### config.mk
export PLATFORM = sky130hd
export DESIGN_NAME = demux1_2_fifo
export DESIGN_NICKNAME = d
export VERILOG_FILES = /design/src/rtl/demux1_2_fifo_pkg.sv /design/src/rtl/demux1_2_fifo_lane_fifo.sv /design/src/rtl/demux1_2_fifo.sv
export SDC_FILE = /design/constraint.sdc
export NUM_CORES = 1
export LEC_CHECK = 0
export CAP_MARGIN = 20
export CELL_PAD_IN_SITES_DETAIL_PLACEMENT = 2
export CELL_PAD_IN_SITES_GLOBAL_PLACEMENT = 2
export CORE_MARGIN = 2
export CORE_UTILIZATION = 31
export DETAILED_ROUTE_END_ITERATION = 6
export PLACE_DENSITY_LB_ADDON = 0.1
export SETUP_SLACK_MARGIN = 0.05
export SYNTH_ARGS = -nofsm -noshare
export SYNTH_HDL_FRONTEND = slang
export SYNTH_SLANG_ARGS = --single-unit
### constraint.sdc
create_clock -name clk -period 2 [get_ports clk]
set_input_delay 0.2 -clock clk [delete_from_list [all_inputs] [get_ports clk]]
set_output_delay 0.2 -clock clk [all_outputs]
set_load 0.02 [all_outputs]
### src/rtl/demux1_2_fifo_pkg.sv
// Shared constants and types for the 1:2 receive-side demux and its lane FIFOs.
// Lane indices match the encoding used by the 2:1 mux on the transmit side.
package demux1_2_fifo_pkg;

  localparam int DEMUX_WIDTH_DEF = 2;
  localparam int DEMUX_DEPTH_DEF = 2;
  localparam int DEMUX_CNT_W_DEF = 8;

  localparam logic LANE0 = 1'b0;
  localparam logic LANE1 = 1'b1;

  typedef enum logic [1:0] {
    LANE_EMPTY   = 2'd0,
    LANE_PARTIAL = 2'd1,
    LANE_FULL    = 2'd2
  } lane_state_e;

endpackage

### src/rtl/demux1_2_fifo_lane_fifo.sv
// Single-lane synchronous FIFO. The head word is presented registered and
// forced to zero while the lane is empty.
module lane_fifo
  import demux1_2_fifo_pkg::*;
#(
  parameter int WIDTH = DEMUX_WIDTH_DEF,
  parameter int DEPTH = DEMUX_DEPTH_DEF
) (
  input  logic             clk,
  input  logic             reset,
  input  logic             push,
  input  logic [WIDTH-1:0] push_data,
  input  logic             pop,
  output logic [WIDTH-1:0] pop_data,
  output logic             full,
  output logic             empty
);

  localparam int AW = $clog2(DEPTH);

  logic [WIDTH-1:0] mem [DEPTH];
  logic [AW-1:0]    wr_ptr;
  logic [AW-1:0]    rd_ptr;
  logic [AW:0]      occ;
  lane_state_e      state;
  logic             do_push;
  logic             do_pop;

  always_comb begin
    state = LANE_PARTIAL;
    if (occ == '0)
      state = LANE_EMPTY;
    else if (occ == (AW+1)'(DEPTH))
      state = LANE_FULL;
  end

  assign full    = (state == LANE_FULL);
  assign empty   = (state == LANE_EMPTY);
  assign do_push = push & ~full;
  assign do_pop  = pop & ~empty;

  // Pointers wrap naturally because DEPTH is a power of two.
  always_ff @(posedge clk) begin
    if (reset) begin
      wr_ptr <= '0;
      rd_ptr <= '0;
      occ    <= '0;
    end else begin
      if (do_push) wr_ptr <= wr_ptr + AW'(1);
      if (do_pop)  rd_ptr <= rd_ptr + AW'(1);
      case ({do_push, do_pop})
        2'b10:   occ <= occ + (AW+1)'(1);
        2'b01:   occ <= occ - (AW+1)'(1);
        default: occ <= occ;
      endcase
    end
  end

  // Storage needs no reset: reads are masked while the lane is empty.
  always_ff @(posedge clk) begin
    if (do_push) mem[wr_ptr] <= push_data;
  end

  assign pop_data = empty ? '0 : mem[rd_ptr];

endmodule

### src/rtl/demux1_2_fifo.sv
// Registered 1:2 demux: steers one valid/ready stream into two lane FIFOs
// and counts the words accepted per lane.
module demux1_2_fifo
  import demux1_2_fifo_pkg::*;
#(
  parameter int WIDTH = DEMUX_WIDTH_DEF,
  parameter int DEPTH = DEMUX_DEPTH_DEF,
  parameter int CNT_W = DEMUX_CNT_W_DEF
) (
  input  logic             clk,
  input  logic             reset,
  input  logic [WIDTH-1:0] data_in,
  input  logic             valid_in,
  input  logic             selector,
  output logic             ready_in,
  output logic [WIDTH-1:0] data_out0,
  output logic             valid_out0,
  input  logic             ready_out0,
  output logic [WIDTH-1:0] data_out1,
  output logic             valid_out1,
  input  logic             ready_out1,
  output logic [CNT_W-1:0] count0,
  output logic [CNT_W-1:0] count1
);

  logic full0, full1;
  logic empty0, empty1;
  logic push0, push1;
  logic pop0, pop1;

  // No full-bypass: a full lane refuses input even if it pops this cycle.
  assign ready_in = (selector == LANE1) ? ~full1 : ~full0;

  assign push0 = valid_in & ready_in & (selector == LANE0);
  assign push1 = valid_in & ready_in & (selector == LANE1);

  assign valid_out0 = ~empty0;
  assign valid_out1 = ~empty1;
  assign pop0       = valid_out0 & ready_out0;
  assign pop1       = valid_out1 & ready_out1;

  lane_fifo #(.WIDTH(WIDTH), .DEPTH(DEPTH)) u_lane0 (
    .clk       (clk),
    .reset     (reset),
    .push      (push0),
    .push_data (data_in),
    .pop       (pop0),
    .pop_data  (data_out0),
    .full      (full0),
    .empty     (empty0)
  );

  lane_fifo #(.WIDTH(WIDTH), .DEPTH(DEPTH)) u_lane1 (
    .clk       (clk),
    .reset     (reset),
    .push      (push1),
    .push_data (data_in),
    .pop       (pop1),
    .pop_data  (data_out1),
    .full      (full1),
    .empty     (empty1)
  );

  always_ff @(posedge clk) begin
    if (reset) begin
      count0 <= '0;
      count1 <= '0;
    end else begin
      if (push0) count0 <= count0 + CNT_W'(1);
      if (push1) count1 <= count1 + CNT_W'(1);
    end
  end

endmodule

-- Word level (Yosys, flattened, before mapping)
Memories as Yosys holds them, arrays and structs flattened. A register that Yosys moved wholly into a read port is not among the register bits.
Index checks and enable logic that the tools add are counted.
- flip-flop bits (word level): 24
- memory bits (writable): 8
- input bits: 8
- output and inout port bits: 23
- logic and storage cells: 65
- memories: 2
- $add $sub $neg: 10
- equal/unequal tests: 8
- multiplexer cells: 17
- bitwise gates (word level): 14
- reductions and logical operators: 6
- memories (memory ; words ; width ; read ports ; clocked after Yosys merged registers in ; wr ports ; RTL line ; source):
    u_lane0.mem ; 2 ; 2 ; 1 ; 1 ; 1 ; demux1_2_fifo_lane_fifo.sv:21 ; logic [WIDTH-1:0] mem [DEPTH];
    u_lane1.mem ; 2 ; 2 ; 1 ; 1 ; 1 ; demux1_2_fifo_lane_fifo.sv:21 ;
- operator list (operator ; count):
    8-bit by 1-bit adder with 8-bit output, second input constant ; 2
    2-bit == test, second input constant ; 6
    2-bit two-way mux ; 6
    1-bit AND ; 9
    1-bit two-way mux ; 9
    2-bit logical NOT ; 4
    2-bit case mux with 2 select lines ; 2
    1-bit NOT ; 5
    1-bit adder, second input constant ; 4
    2-bit by 1-bit adder with 2-bit output, second input constant ; 2
    2-bit by 1-bit == test with 1-bit output, second input constant ; 2
    2-bit nonzero test ; 2
    2-bit by 1-bit subtractor with 2-bit output, second input constant ; 2

-- Logic depth before layout (Yosys ltp)
Gate-level depths: netlist of run 1.
- depth in word-level cells: 11
- depth in mapped cells: 7
- depth with buffers taken out: 6

-- Modules after synthesis
From an unflattened synthesis of run 1, not the netlist that was laid out.
- cells, all modules: 155
- area total of the unflattened synthesis: 1495.2 um^2
- by module, submodules not included (module ; times used ; cells each ; area each (um^2) ; seq. area each (um^2)):
    demux1_2_fifo ; 1 ; 85 ; 749.5 ; 320.3
    lane_fifo ; 2 ; 35 ; 372.9 ; 220.2

-- Worst setup path before layout of run 1
No wires, ideal clock.
- path type: reg-to-reg
- start: reg u_lane1.occ[1]
- end: reg u_lane1.occ[1]
- data arrival time: 1.683 ns
- required time: 1.930 ns
- setup slack: 0.247 ns
- stages on the path, launching flop included: 7
- clock period less this slack: 1.753 ns
- cell sequence: dfxtp_1 -> nor2b_2 -> buf_6 -> or2_2 -> ha_1 -> or3_1 -> a21oi_1
- cells in the longest elaborated chain, start to end: 11
- elaborated cells between the ends (all ways): 20
- classes of those cells: add/sub: 2; eq/ne: 4; mux: 4; bitwise: 7; reduce/logical: 3
- ends and longest elaborated chain (item ; RTL line ; source):
    start, declared ; demux1_2_fifo_lane_fifo.sv:24 ; logic [AW:0] occ;
    start signal, assigned ; demux1_2_fifo_lane_fifo.sv:52 ; 2'b10: occ <= occ + (AW+1)'(1);
    start signal, assigned ; demux1_2_fifo_lane_fifo.sv:53 ; 2'b01: occ <= occ - (AW+1)'(1);
    2-bit == test ; demux1_2_fifo_lane_fifo.sv:33 ; else if (occ == (AW+1)'(DEPTH))
    2-bit two-way mux ; demux1_2_fifo_lane_fifo.sv:33 ;
    2-bit two-way mux ; demux1_2_fifo_lane_fifo.sv:31 ; if (occ == '0)
    2-bit == test ; demux1_2_fifo_lane_fifo.sv:37 ; assign full = (state == LANE_FULL);
    1-bit NOT ; demux1_2_fifo_lane_fifo.sv:39, demux1_2_fifo.sv:32 ;
    1-bit two-way mux ; demux1_2_fifo.sv:32 ; assign ready_in = (selector == LANE1) ? ~full1 : ~full0;
    1-bit AND (2 in series) ; demux1_2_fifo.sv:35 ; assign push1 = valid_in & ready_in & (selector == LANE1);
    1-bit AND ; demux1_2_fifo_lane_fifo.sv:39 ; assign do_push = push & ~full;
    2-bit by 1-bit == test with 1-bit output or 2-bit == test (tied branches) ; demux1_2_fifo_lane_fifo.sv:51 ; case ({do_push, do_pop})
    2-bit case mux with 2 select lines or 2-bit nonzero test (tied branches) ; - ;
Parallel ways exist; a longest one is shown, timed or not.
A chain may end at the register's enable or synchronous reset.

-- Worst setup path in the final report of run 1
- start: reg u_lane1.occ[0]
- end: out ready_in
- cells in the longest elaborated chain, start to end: 6
- elaborated cells between the ends (all ways): 7
- classes of those cells: eq/ne: 2; mux: 3; bitwise: 1; reduce/logical: 1
- ends and longest elaborated chain (item ; RTL line ; source):
    2-bit == test ; demux1_2_fifo_lane_fifo.sv:33 ;
    2-bit two-way mux ; demux1_2_fifo_lane_fifo.sv:33 ;
    2-bit two-way mux * ; demux1_2_fifo_lane_fifo.sv:31 ;
    2-bit == test * ; demux1_2_fifo_lane_fifo.sv:37 ;
    1-bit NOT * ; demux1_2_fifo.sv:32 ;
    1-bit two-way mux * ; demux1_2_fifo.sv:32 ;
    end, declared ; demux1_2_fifo.sv:15 ; output logic ready_in,
Every way passes the cells marked *; elsewhere a longest branch is shown, timed or not.

==> metrics.md, run 1 <==
| Metric | Value |
|---|---|
| Outcome | complete, no violations |
| Global Route met1 Usage | 18.5% |
| Die area | 5860 µm² |
| Gpl congestion | approximately 0.74 |
| Routed Antenna Nets | 0 |
| Post-Place Cell Area | 2020 µm² |
| Net count after synthesis | 179 |
| First-pass GRT wire length | 7070 µm |
| Most common cell after layout, fill and taps aside | clkdlybuf4s50_1 |
| Total GRT Usage | 15.1% |
| CTS tree | done |
| Main synth FF type | dfxtp_1 |
| Crit-path max FO | 5 |
| Register area share after synthesis | 46.6% |
| Setup crit start kind | flip-flop |
| Setup slack after placement | -0.0465 ns |
| Peak supply drop | roughly 340 µV |
| Post-Syn Instances | 167 |
| Ys async rst share | 0% |
| DP HPWL | 3020 µm |
| # rows | 26 |
| Maxcap violations | 0 |
| Via count | approximately 1.3k |
| Initial antenna violation count | 0 |
| Final WL | 4050 µm |
| Sink Count | 34 |
| Clk buf depth | 2 |
| Largest net degree at the start of global routing | 28 |
| Met2 global-route usage | 25.9% |
| Deepest level of the CTS H-tree | 2 |
| Post-route cell area | 2100 µm² |
| Share of cells above drive strength 1 | 14.6% |
| Pre-antenna DRT Iters | 2 |
| Worst setup EP type | output pin |
| Cell variety after synth | 30 |
| Grt met3 use | 3.32% |
| CTS Root Cell | clkbuf_8 |
| Initial Util | 32.0% |
| Most frequent cells in the layout | 30 x clkdlybuf4s50_1, 26 x dfxtp_1, 23 x nor2_1 |
| Arrival time at the worst endpoint | about 1.6 ns |
| CP Data Required Time | 1.80 ns |
| WL/cell | 14.7 µm |
| Die W | 76.6 µm |
| Seq cells post-synth | 34 |
| Clock-pin slew on the worst setup and hold paths | 0.07 ns |
| Final Max Tran Viols | 0 |
| Final Hold Fails | 0 |
| Worst Tran Pin Value | 0.322 ns |
| Hold Buf Count CTS | 0 |
| RSZ-0062 raised after global routing | false |
| Clock Skew | 0.00220 ns |
| Max Fclk | 0.547 GHz |
| DRC violations left | 0 |
| Grt total ovfl | 0 |
| WS Path Type | flip-flop to output pin |
| Post-synth EDFFs | 8 |
| Non-Filler Instances | 275 |
| Setup Fix Bufs, Post-CTS | 0 |
| Slew Limit Headroom | approximately four fifths |
| Syn. warnings | 0 |
| Final setup vio count | 0 |
| Power per cell area | around 940 nW/µm² |
| IO Port Bufs | 30 |
| I/O pin cnt | 31 |
| Core region area | 5110 µm² |
| Layout overhead on the synthesized area | 28.7% |
| Vias in the first global route | roughly 1.5k |
| Post-synthesis cell area | between 1500 and 2000 µm² |
| Die height | 76.6 µm |
| Clock Latency Late Sink | between 0.2 and 0.3 ns |
| Via-per-instance ratio | between 4 and 5 |
| Leakage dissipation | 0.777 nW |
| Fin nets | 217 |
| Worst hold path class | flip-flop to flip-flop |
| Post-CTS Resized | 0 |
| # diodes | 0 |
| Syn_area_per_cell | 9.78 µm² |
| Most Crowded Layer GR | met2 |
| CTS buffer count | 5 |
| Tmin final | 1.83 ns |
| Placed Cells | around 270 |
| 1st-iter DRT viols | 22 |
| Worst setup margin | 0.170 ns |
| Period utilization | 91.5% |
==> report_power, final <==
group	internal [mW]	switching, mW
logic	0.289	0.337
registers	0.785	0.0784
clock network	0.234	0.246
total	1.31	0.661
==> synth_stat cells, types with 4 or more instances <==
cell	number	area, µm²
nand2_1	5	18.8
a21oi_1	11	55.1
o21ai_0	10	50.1
inv_1	10	37.5
xor2_1	4	35.0
nor4_1	5	31.3
nor2_1	23	86.3
buf_6	4	45.0
mux2i_1	5	50.1
mux2_2	8	90.1
or3_1	6	37.5
edfxtp_1	8	240
ha_1	4	50.1
dfxtp_1	26	521
nor2b_1	9	56.3
==> final timing paths <==
path,slack (ns),end,cells after the start,start
min reg2reg,0.50,u_lane1.wr_ptr$_SDFFE_PP0P_,2,u_lane1.wr_ptr$_SDFFE_PP0P_
max reg2reg,0.27,u_lane0.occ[1]$_SDFFE_PP0P_,6,u_lane0.occ[0]$_SDFFE_PP0P_
max,0.17,ready_in,3,u_lane1.occ[0]$_SDFFE_PP0P_
min,0.50,u_lane1.wr_ptr$_SDFFE_PP0P_,2,u_lane1.wr_ptr$_SDFFE_PP0P_
==> cells by family (layout without fill, tap and decap cells) <==
group                    after synthesis  in the layout  share of synthesized area, %
AO/OA/AOI/OAI                         24             24                          7.82
XOR/XNOR                               6              6                          3.22
adder cells (fa/ha/maj)                4              4                          3.07
buffers and inverters                 17             55                          5.82
flip-flops                            34             34                          46.6
multiplexers                          14             14                          9.27
AND/OR/NAND/NOR                       68             68                          24.2
==> stage by stage <==
stage | power [mW] | util [%] | hold slack, ns | TNS (ns)
5_1_grt | 2.11 | 41.2 | 0.556 | 0
6_report | 1.97 | 41.2 | 0.504 | 0
2_1_floorplan | 1.25 | - | 0.299 | 0
3_3_place_gp | 1.46 | 39.6 | 0.473 | 0
4_1_cts | 2.01 | 41.2 | 0.509 | 0
3_5_place_dp | 1.51 | 39.6 | 0.497 | -0.0504
==> worst max-delay path, cell delays in order (launching register included) <==
cell and delay, ns:
dfxtp_1 0.45, nor2b_2 0.09, mux2i_1 0.17, clkdlybuf4s50_1 0.63
==> state kept, by name, summed over array words and instances, names as in the netlist, named ones only <==
name	flops
count1	8
u_lane1.occ	2
u_lane0.rd_ptr	1
u_lane0.mem	4
u_lane1.mem	4
count0	8
u_lane1.rd_ptr	1
u_lane1.wr_ptr	1
u_lane0.occ	2
u_lane0.wr_ptr	1
==> routing by layer <==
layer / wire length [µm] / up-vias
met1: 1840 / 648
met2: 2040 / 25
met3: 101 / 4
li1: - / 655
met5: 0 / -
met4: 67 / 0
==> final cells by class <==
type	instances	area [µm²]
Clock buffer	5	68.8
Clock inverter	2	10.0
Fill cell	560	3010
Inverter	10	37.5
Multi-Input combinational cell	116	777
Sequential cell	34	761
Tap cell	70	87.6
Timing Repair Buffer	38	360
No activity file was read; power rests on OpenSTA's default activity.
==> run 2, diff against run 1 <==
--- a/config.mk
+++ b/config.mk
@@ -8,9 +8,9 @@
 export CAP_MARGIN = 20
 export CELL_PAD_IN_SITES_DETAIL_PLACEMENT = 2
 export CELL_PAD_IN_SITES_GLOBAL_PLACEMENT = 2
-export CORE_MARGIN = 2
 export CORE_UTILIZATION = 31
 export DETAILED_ROUTE_END_ITERATION = 6
+export GPL_TIMING_DRIVEN = 1
 export PLACE_DENSITY_LB_ADDON = 0.1
 export SETUP_SLACK_MARGIN = 0.05
 export SYNTH_ARGS = -nofsm -noshare
==> run 2 against run 1 <==
Compared with the run above: utilization grew 0.34 points; register-to-register slack about the same; final cell count rose by 0.36%; flip-flop and latch count unchanged; sequential share of layout area decreased by 0.064 points; clock skew rose by 0.0026 ns; power up 0.31%; largest cell class unchanged; die area down 5.2%; worst hold slack worse by 0.0073 ns.
==> metrics.md, run 2 (synthesized netlist as in run 1, its figures left out) <==
| Metric | Value |
|---|---|
| Post-Place Cell Area | 2020 µm² |
| Routed Antenna Nets | 0 |
| Final Hold Fails | 0 |
| Setup crit start kind | flip-flop |
| Hold Buf Count CTS | 0 |
| Total power | 1.97 mW |
| Initial Util | approximately a third |
| CP Data Required Time | 1.80 ns |
| Reg power frac | 43.5% |
| I/O pin cnt | 31 |
| Final Max Tran Viols | 0 |
| Final setup vio count | 0 |
| RSZ-0062 raised after global routing | false |
| Largest net degree at the start of global routing | 24 |
| Met2 global-route usage | 24.8% |
| Clk buf depth | 2 |
| Slew Limit Headroom | 77.2% |
| Final WL | 3780 µm |
| Maxcap violations | 0 |
| 1st-iter DRT viols | 36 |
| Hold Path Sink | u_lane1.wr_ptr$_SDFFE_PP0P_ |
| Global Route met1 Usage | 18.8% |
| Clock Latency Late Sink | between 0.2 and 0.3 ns |
| CTS Root Cell | clkbuf_8 |
| Peak supply drop | 330 µV |
| First-pass GRT wire length | 6310 µm |
| Sink Count | 34 |
| CP max stage cell | clkdlybuf4s50_1 |
| Clock-pin slew on the worst setup and hold paths | ~0.070 ns |
| CTS buffer count | 5 |
| Filler Cells Inserted | 573 |
| Net switching power figure | 660 µW |
| Most Crowded Layer GR | met2 |
| Die area | 5560 µm² |
| Cell family with most CP delay | buffers and inverters |
| Worst hold path class | flip-flop to flip-flop |
| Slowest stage delay, CP | approximately 0.63 ns |
| Crit-path max FO | 5 |
| Reg2Reg Setup Slack | 0.26 ns |
| Clock share of power | 25.2% |
| Power per cell area | about 940 nW/µm² |
| WS Path Type | flip-flop to output pin |
| Worst Hold Launch | u_lane1.wr_ptr$_SDFFE_PP0P_ |
| Switching Fraction | 33.4% |
| Cell Int Power | 1.31 mW |
| Post-CTS Resized | 0 |
| Clock Skew | 0.00483 ns |
| Max Fclk | 0.551 GHz |
| Comb pwr share | around 31% |
| Area of the multi-input gates | approximately 780 µm² |
| Post-route cell area | 2110 µm² |
| Most common cell after layout, fill and taps aside | clkdlybuf4s50_1 |
| WL/cell | ~14 µm |
| Setup TNS | 0 ns |
| Core region area | 5070 µm² |
| Fin nets | around 220 |
| Grt met3 use | 3.79% |
| Leakage dissipation | just under 0.8 nW |
| Worst Path Buf+Inv | 1 |
| Share of cells above drive strength 1 | between 10 and 15% |
| FF-to-FF Start | u_lane1.occ[0]$_SDFFE_PP0P_ |
| Most frequent cells in the layout | 30 x clkdlybuf4s50_1, 26 x dfxtp_1, 23 x nor2_1 |
| CTS tree | done |
| Deepest level of the CTS H-tree | 2 |
| Die height | approximately 75 µm |
| Worst setup EP type | output pin |
| Period utilization | between 90% and 100% |
| Hold Path Depth | 2 |
| Layout overhead on the synthesized area | 29.0% |
| Grt total ovfl | 0 |
| Setup slack after placement | -0.0108 ns |
| Tmin final | 1.81 ns |
| FF+latch area | between 700 and 800 µm² |
| Via-per-instance ratio | 4.78 |
| DP HPWL | approximately 2900 µm |
| Total GRT Usage | 15.1% |
| IO Port Bufs | 30 |
| Critical R2R Capture | u_lane1.occ[1]$_SDFFE_PP0P_ |
| Die W | 74.6 µm |
| Worst Tran Pin Value | ~0.34 ns |
| Vias in the first global route | 1393 |
| Initial antenna violation count | 0 |
| Worst reg-to-reg path cell count | 6 |
| Setup Fix Bufs, Post-CTS | 0 |
| DRC violations left | 0 |
| Via count | 1320 |
| Gpl congestion | 0.684 |
| Arrival time at the worst endpoint | 1.61 ns |
| # diodes | 0 |
| Pre-antenna DRT Iters | 2 |
| Top Registers | count0 (8), count1 (8) |
| Worst-path cell chain | nor2b_2 > mux2i_1 > clkdlybuf4s50_1 |
| Outcome | complete, no violations |
| Worst setup margin | 0.187 ns |
| # rows | 26 |
-- run 2: cell count changes in the layout (fill, tap and decap cells not counted), sizes merged --
cell / before / now
clkbuf: 5 / 6
-- run 2: through the flow --
step | hold WS, ns | utilization [%] | cells
2_1_floorplan | 0.299 | - | 167
3_3_place_gp | 0.472 | 39.9 | 268
3_5_place_dp | 0.491 | 39.9 | 268
4_1_cts | 0.502 | 41.5 | 276
5_1_grt | 0.519 | 41.5 | 276
6_report | 0.497 | 41.5 | 276
-- run 2: routing by layer --
layer / part of all wire, % / vias to the layer above
li1: - / 658
met1: 47 / 631
met2: 48 / 24
met3: 3.0 / 7
met4: 1.7 / 0
met5: 0 / -
-- run 2: power by group through the flow --
stage	Combinational, mW	Sequential [mW]	Clock [mW]
6_report	0.618	0.859	0.497
5_1_grt	0.687	0.873	0.546
4_1_cts	0.631	0.861	0.520
3_5_place_dp	0.629	0.876	0
3_3_place_gp	0.589	0.869	0
2_1_floorplan	0.385	0.863	0
-- run 2: worst reg2reg max path, stage by stage (launching register included) --
cell     delay [ns]
dfxtp_1        0.45
nor2b_2        0.09
or2_2          0.33
ha_1           0.21
xnor2_1        0.14
or3_1          0.31
a21oi_1        0.14
-- run 2: layout make-up --
type                            count  area share [%]
Inverter                           10            1.78
Timing Repair Buffer               38            17.1
Clock buffer                        6            3.45
Clock inverter                      2           0.475
Tap cell                           70            4.16
Multi-Input combinational cell    116            36.9
Sequential cell                    34            36.1
-- run 2: how the worst max path moves through the flow --
stage / slack, ns / to / depth (start not counted) / start
floorplan: 0.25 / u_lane1.occ[1]$_SDFFE_PP0P_ / 6 / u_lane1.occ[1]$_SDFFE_PP0P_
global placement: 0.05 / u_lane0.occ[1]$_SDFFE_PP0P_ / 6 / selector
detailed placement: -0.01 / u_lane0.occ[1]$_SDFFE_PP0P_ / 6 / selector
CTS: 0.16 / ready_in / 3 / u_lane0.occ[0]$_SDFFE_PP0P_
global route: 0.08 / ready_in / 3 / u_lane0.occ[0]$_SDFFE_PP0P_
finish: 0.19 / ready_in / 3 / u_lane1.occ[0]$_SDFFE_PP0P_
==> run 3, diff against run 2 <==
--- a/config.mk
+++ b/config.mk
@@ -12,7 +12,6 @@
 export DETAILED_ROUTE_END_ITERATION = 6
 export GPL_TIMING_DRIVEN = 1
 export PLACE_DENSITY_LB_ADDON = 0.1
-export SETUP_SLACK_MARGIN = 0.05
 export SYNTH_ARGS = -nofsm -noshare
 export SYNTH_HDL_FRONTEND = slang
 export SYNTH_SLANG_ARGS = --single-unit
==> results of run 3 <==
No change in the layout: final DEF, timing and power equal those of run 2.
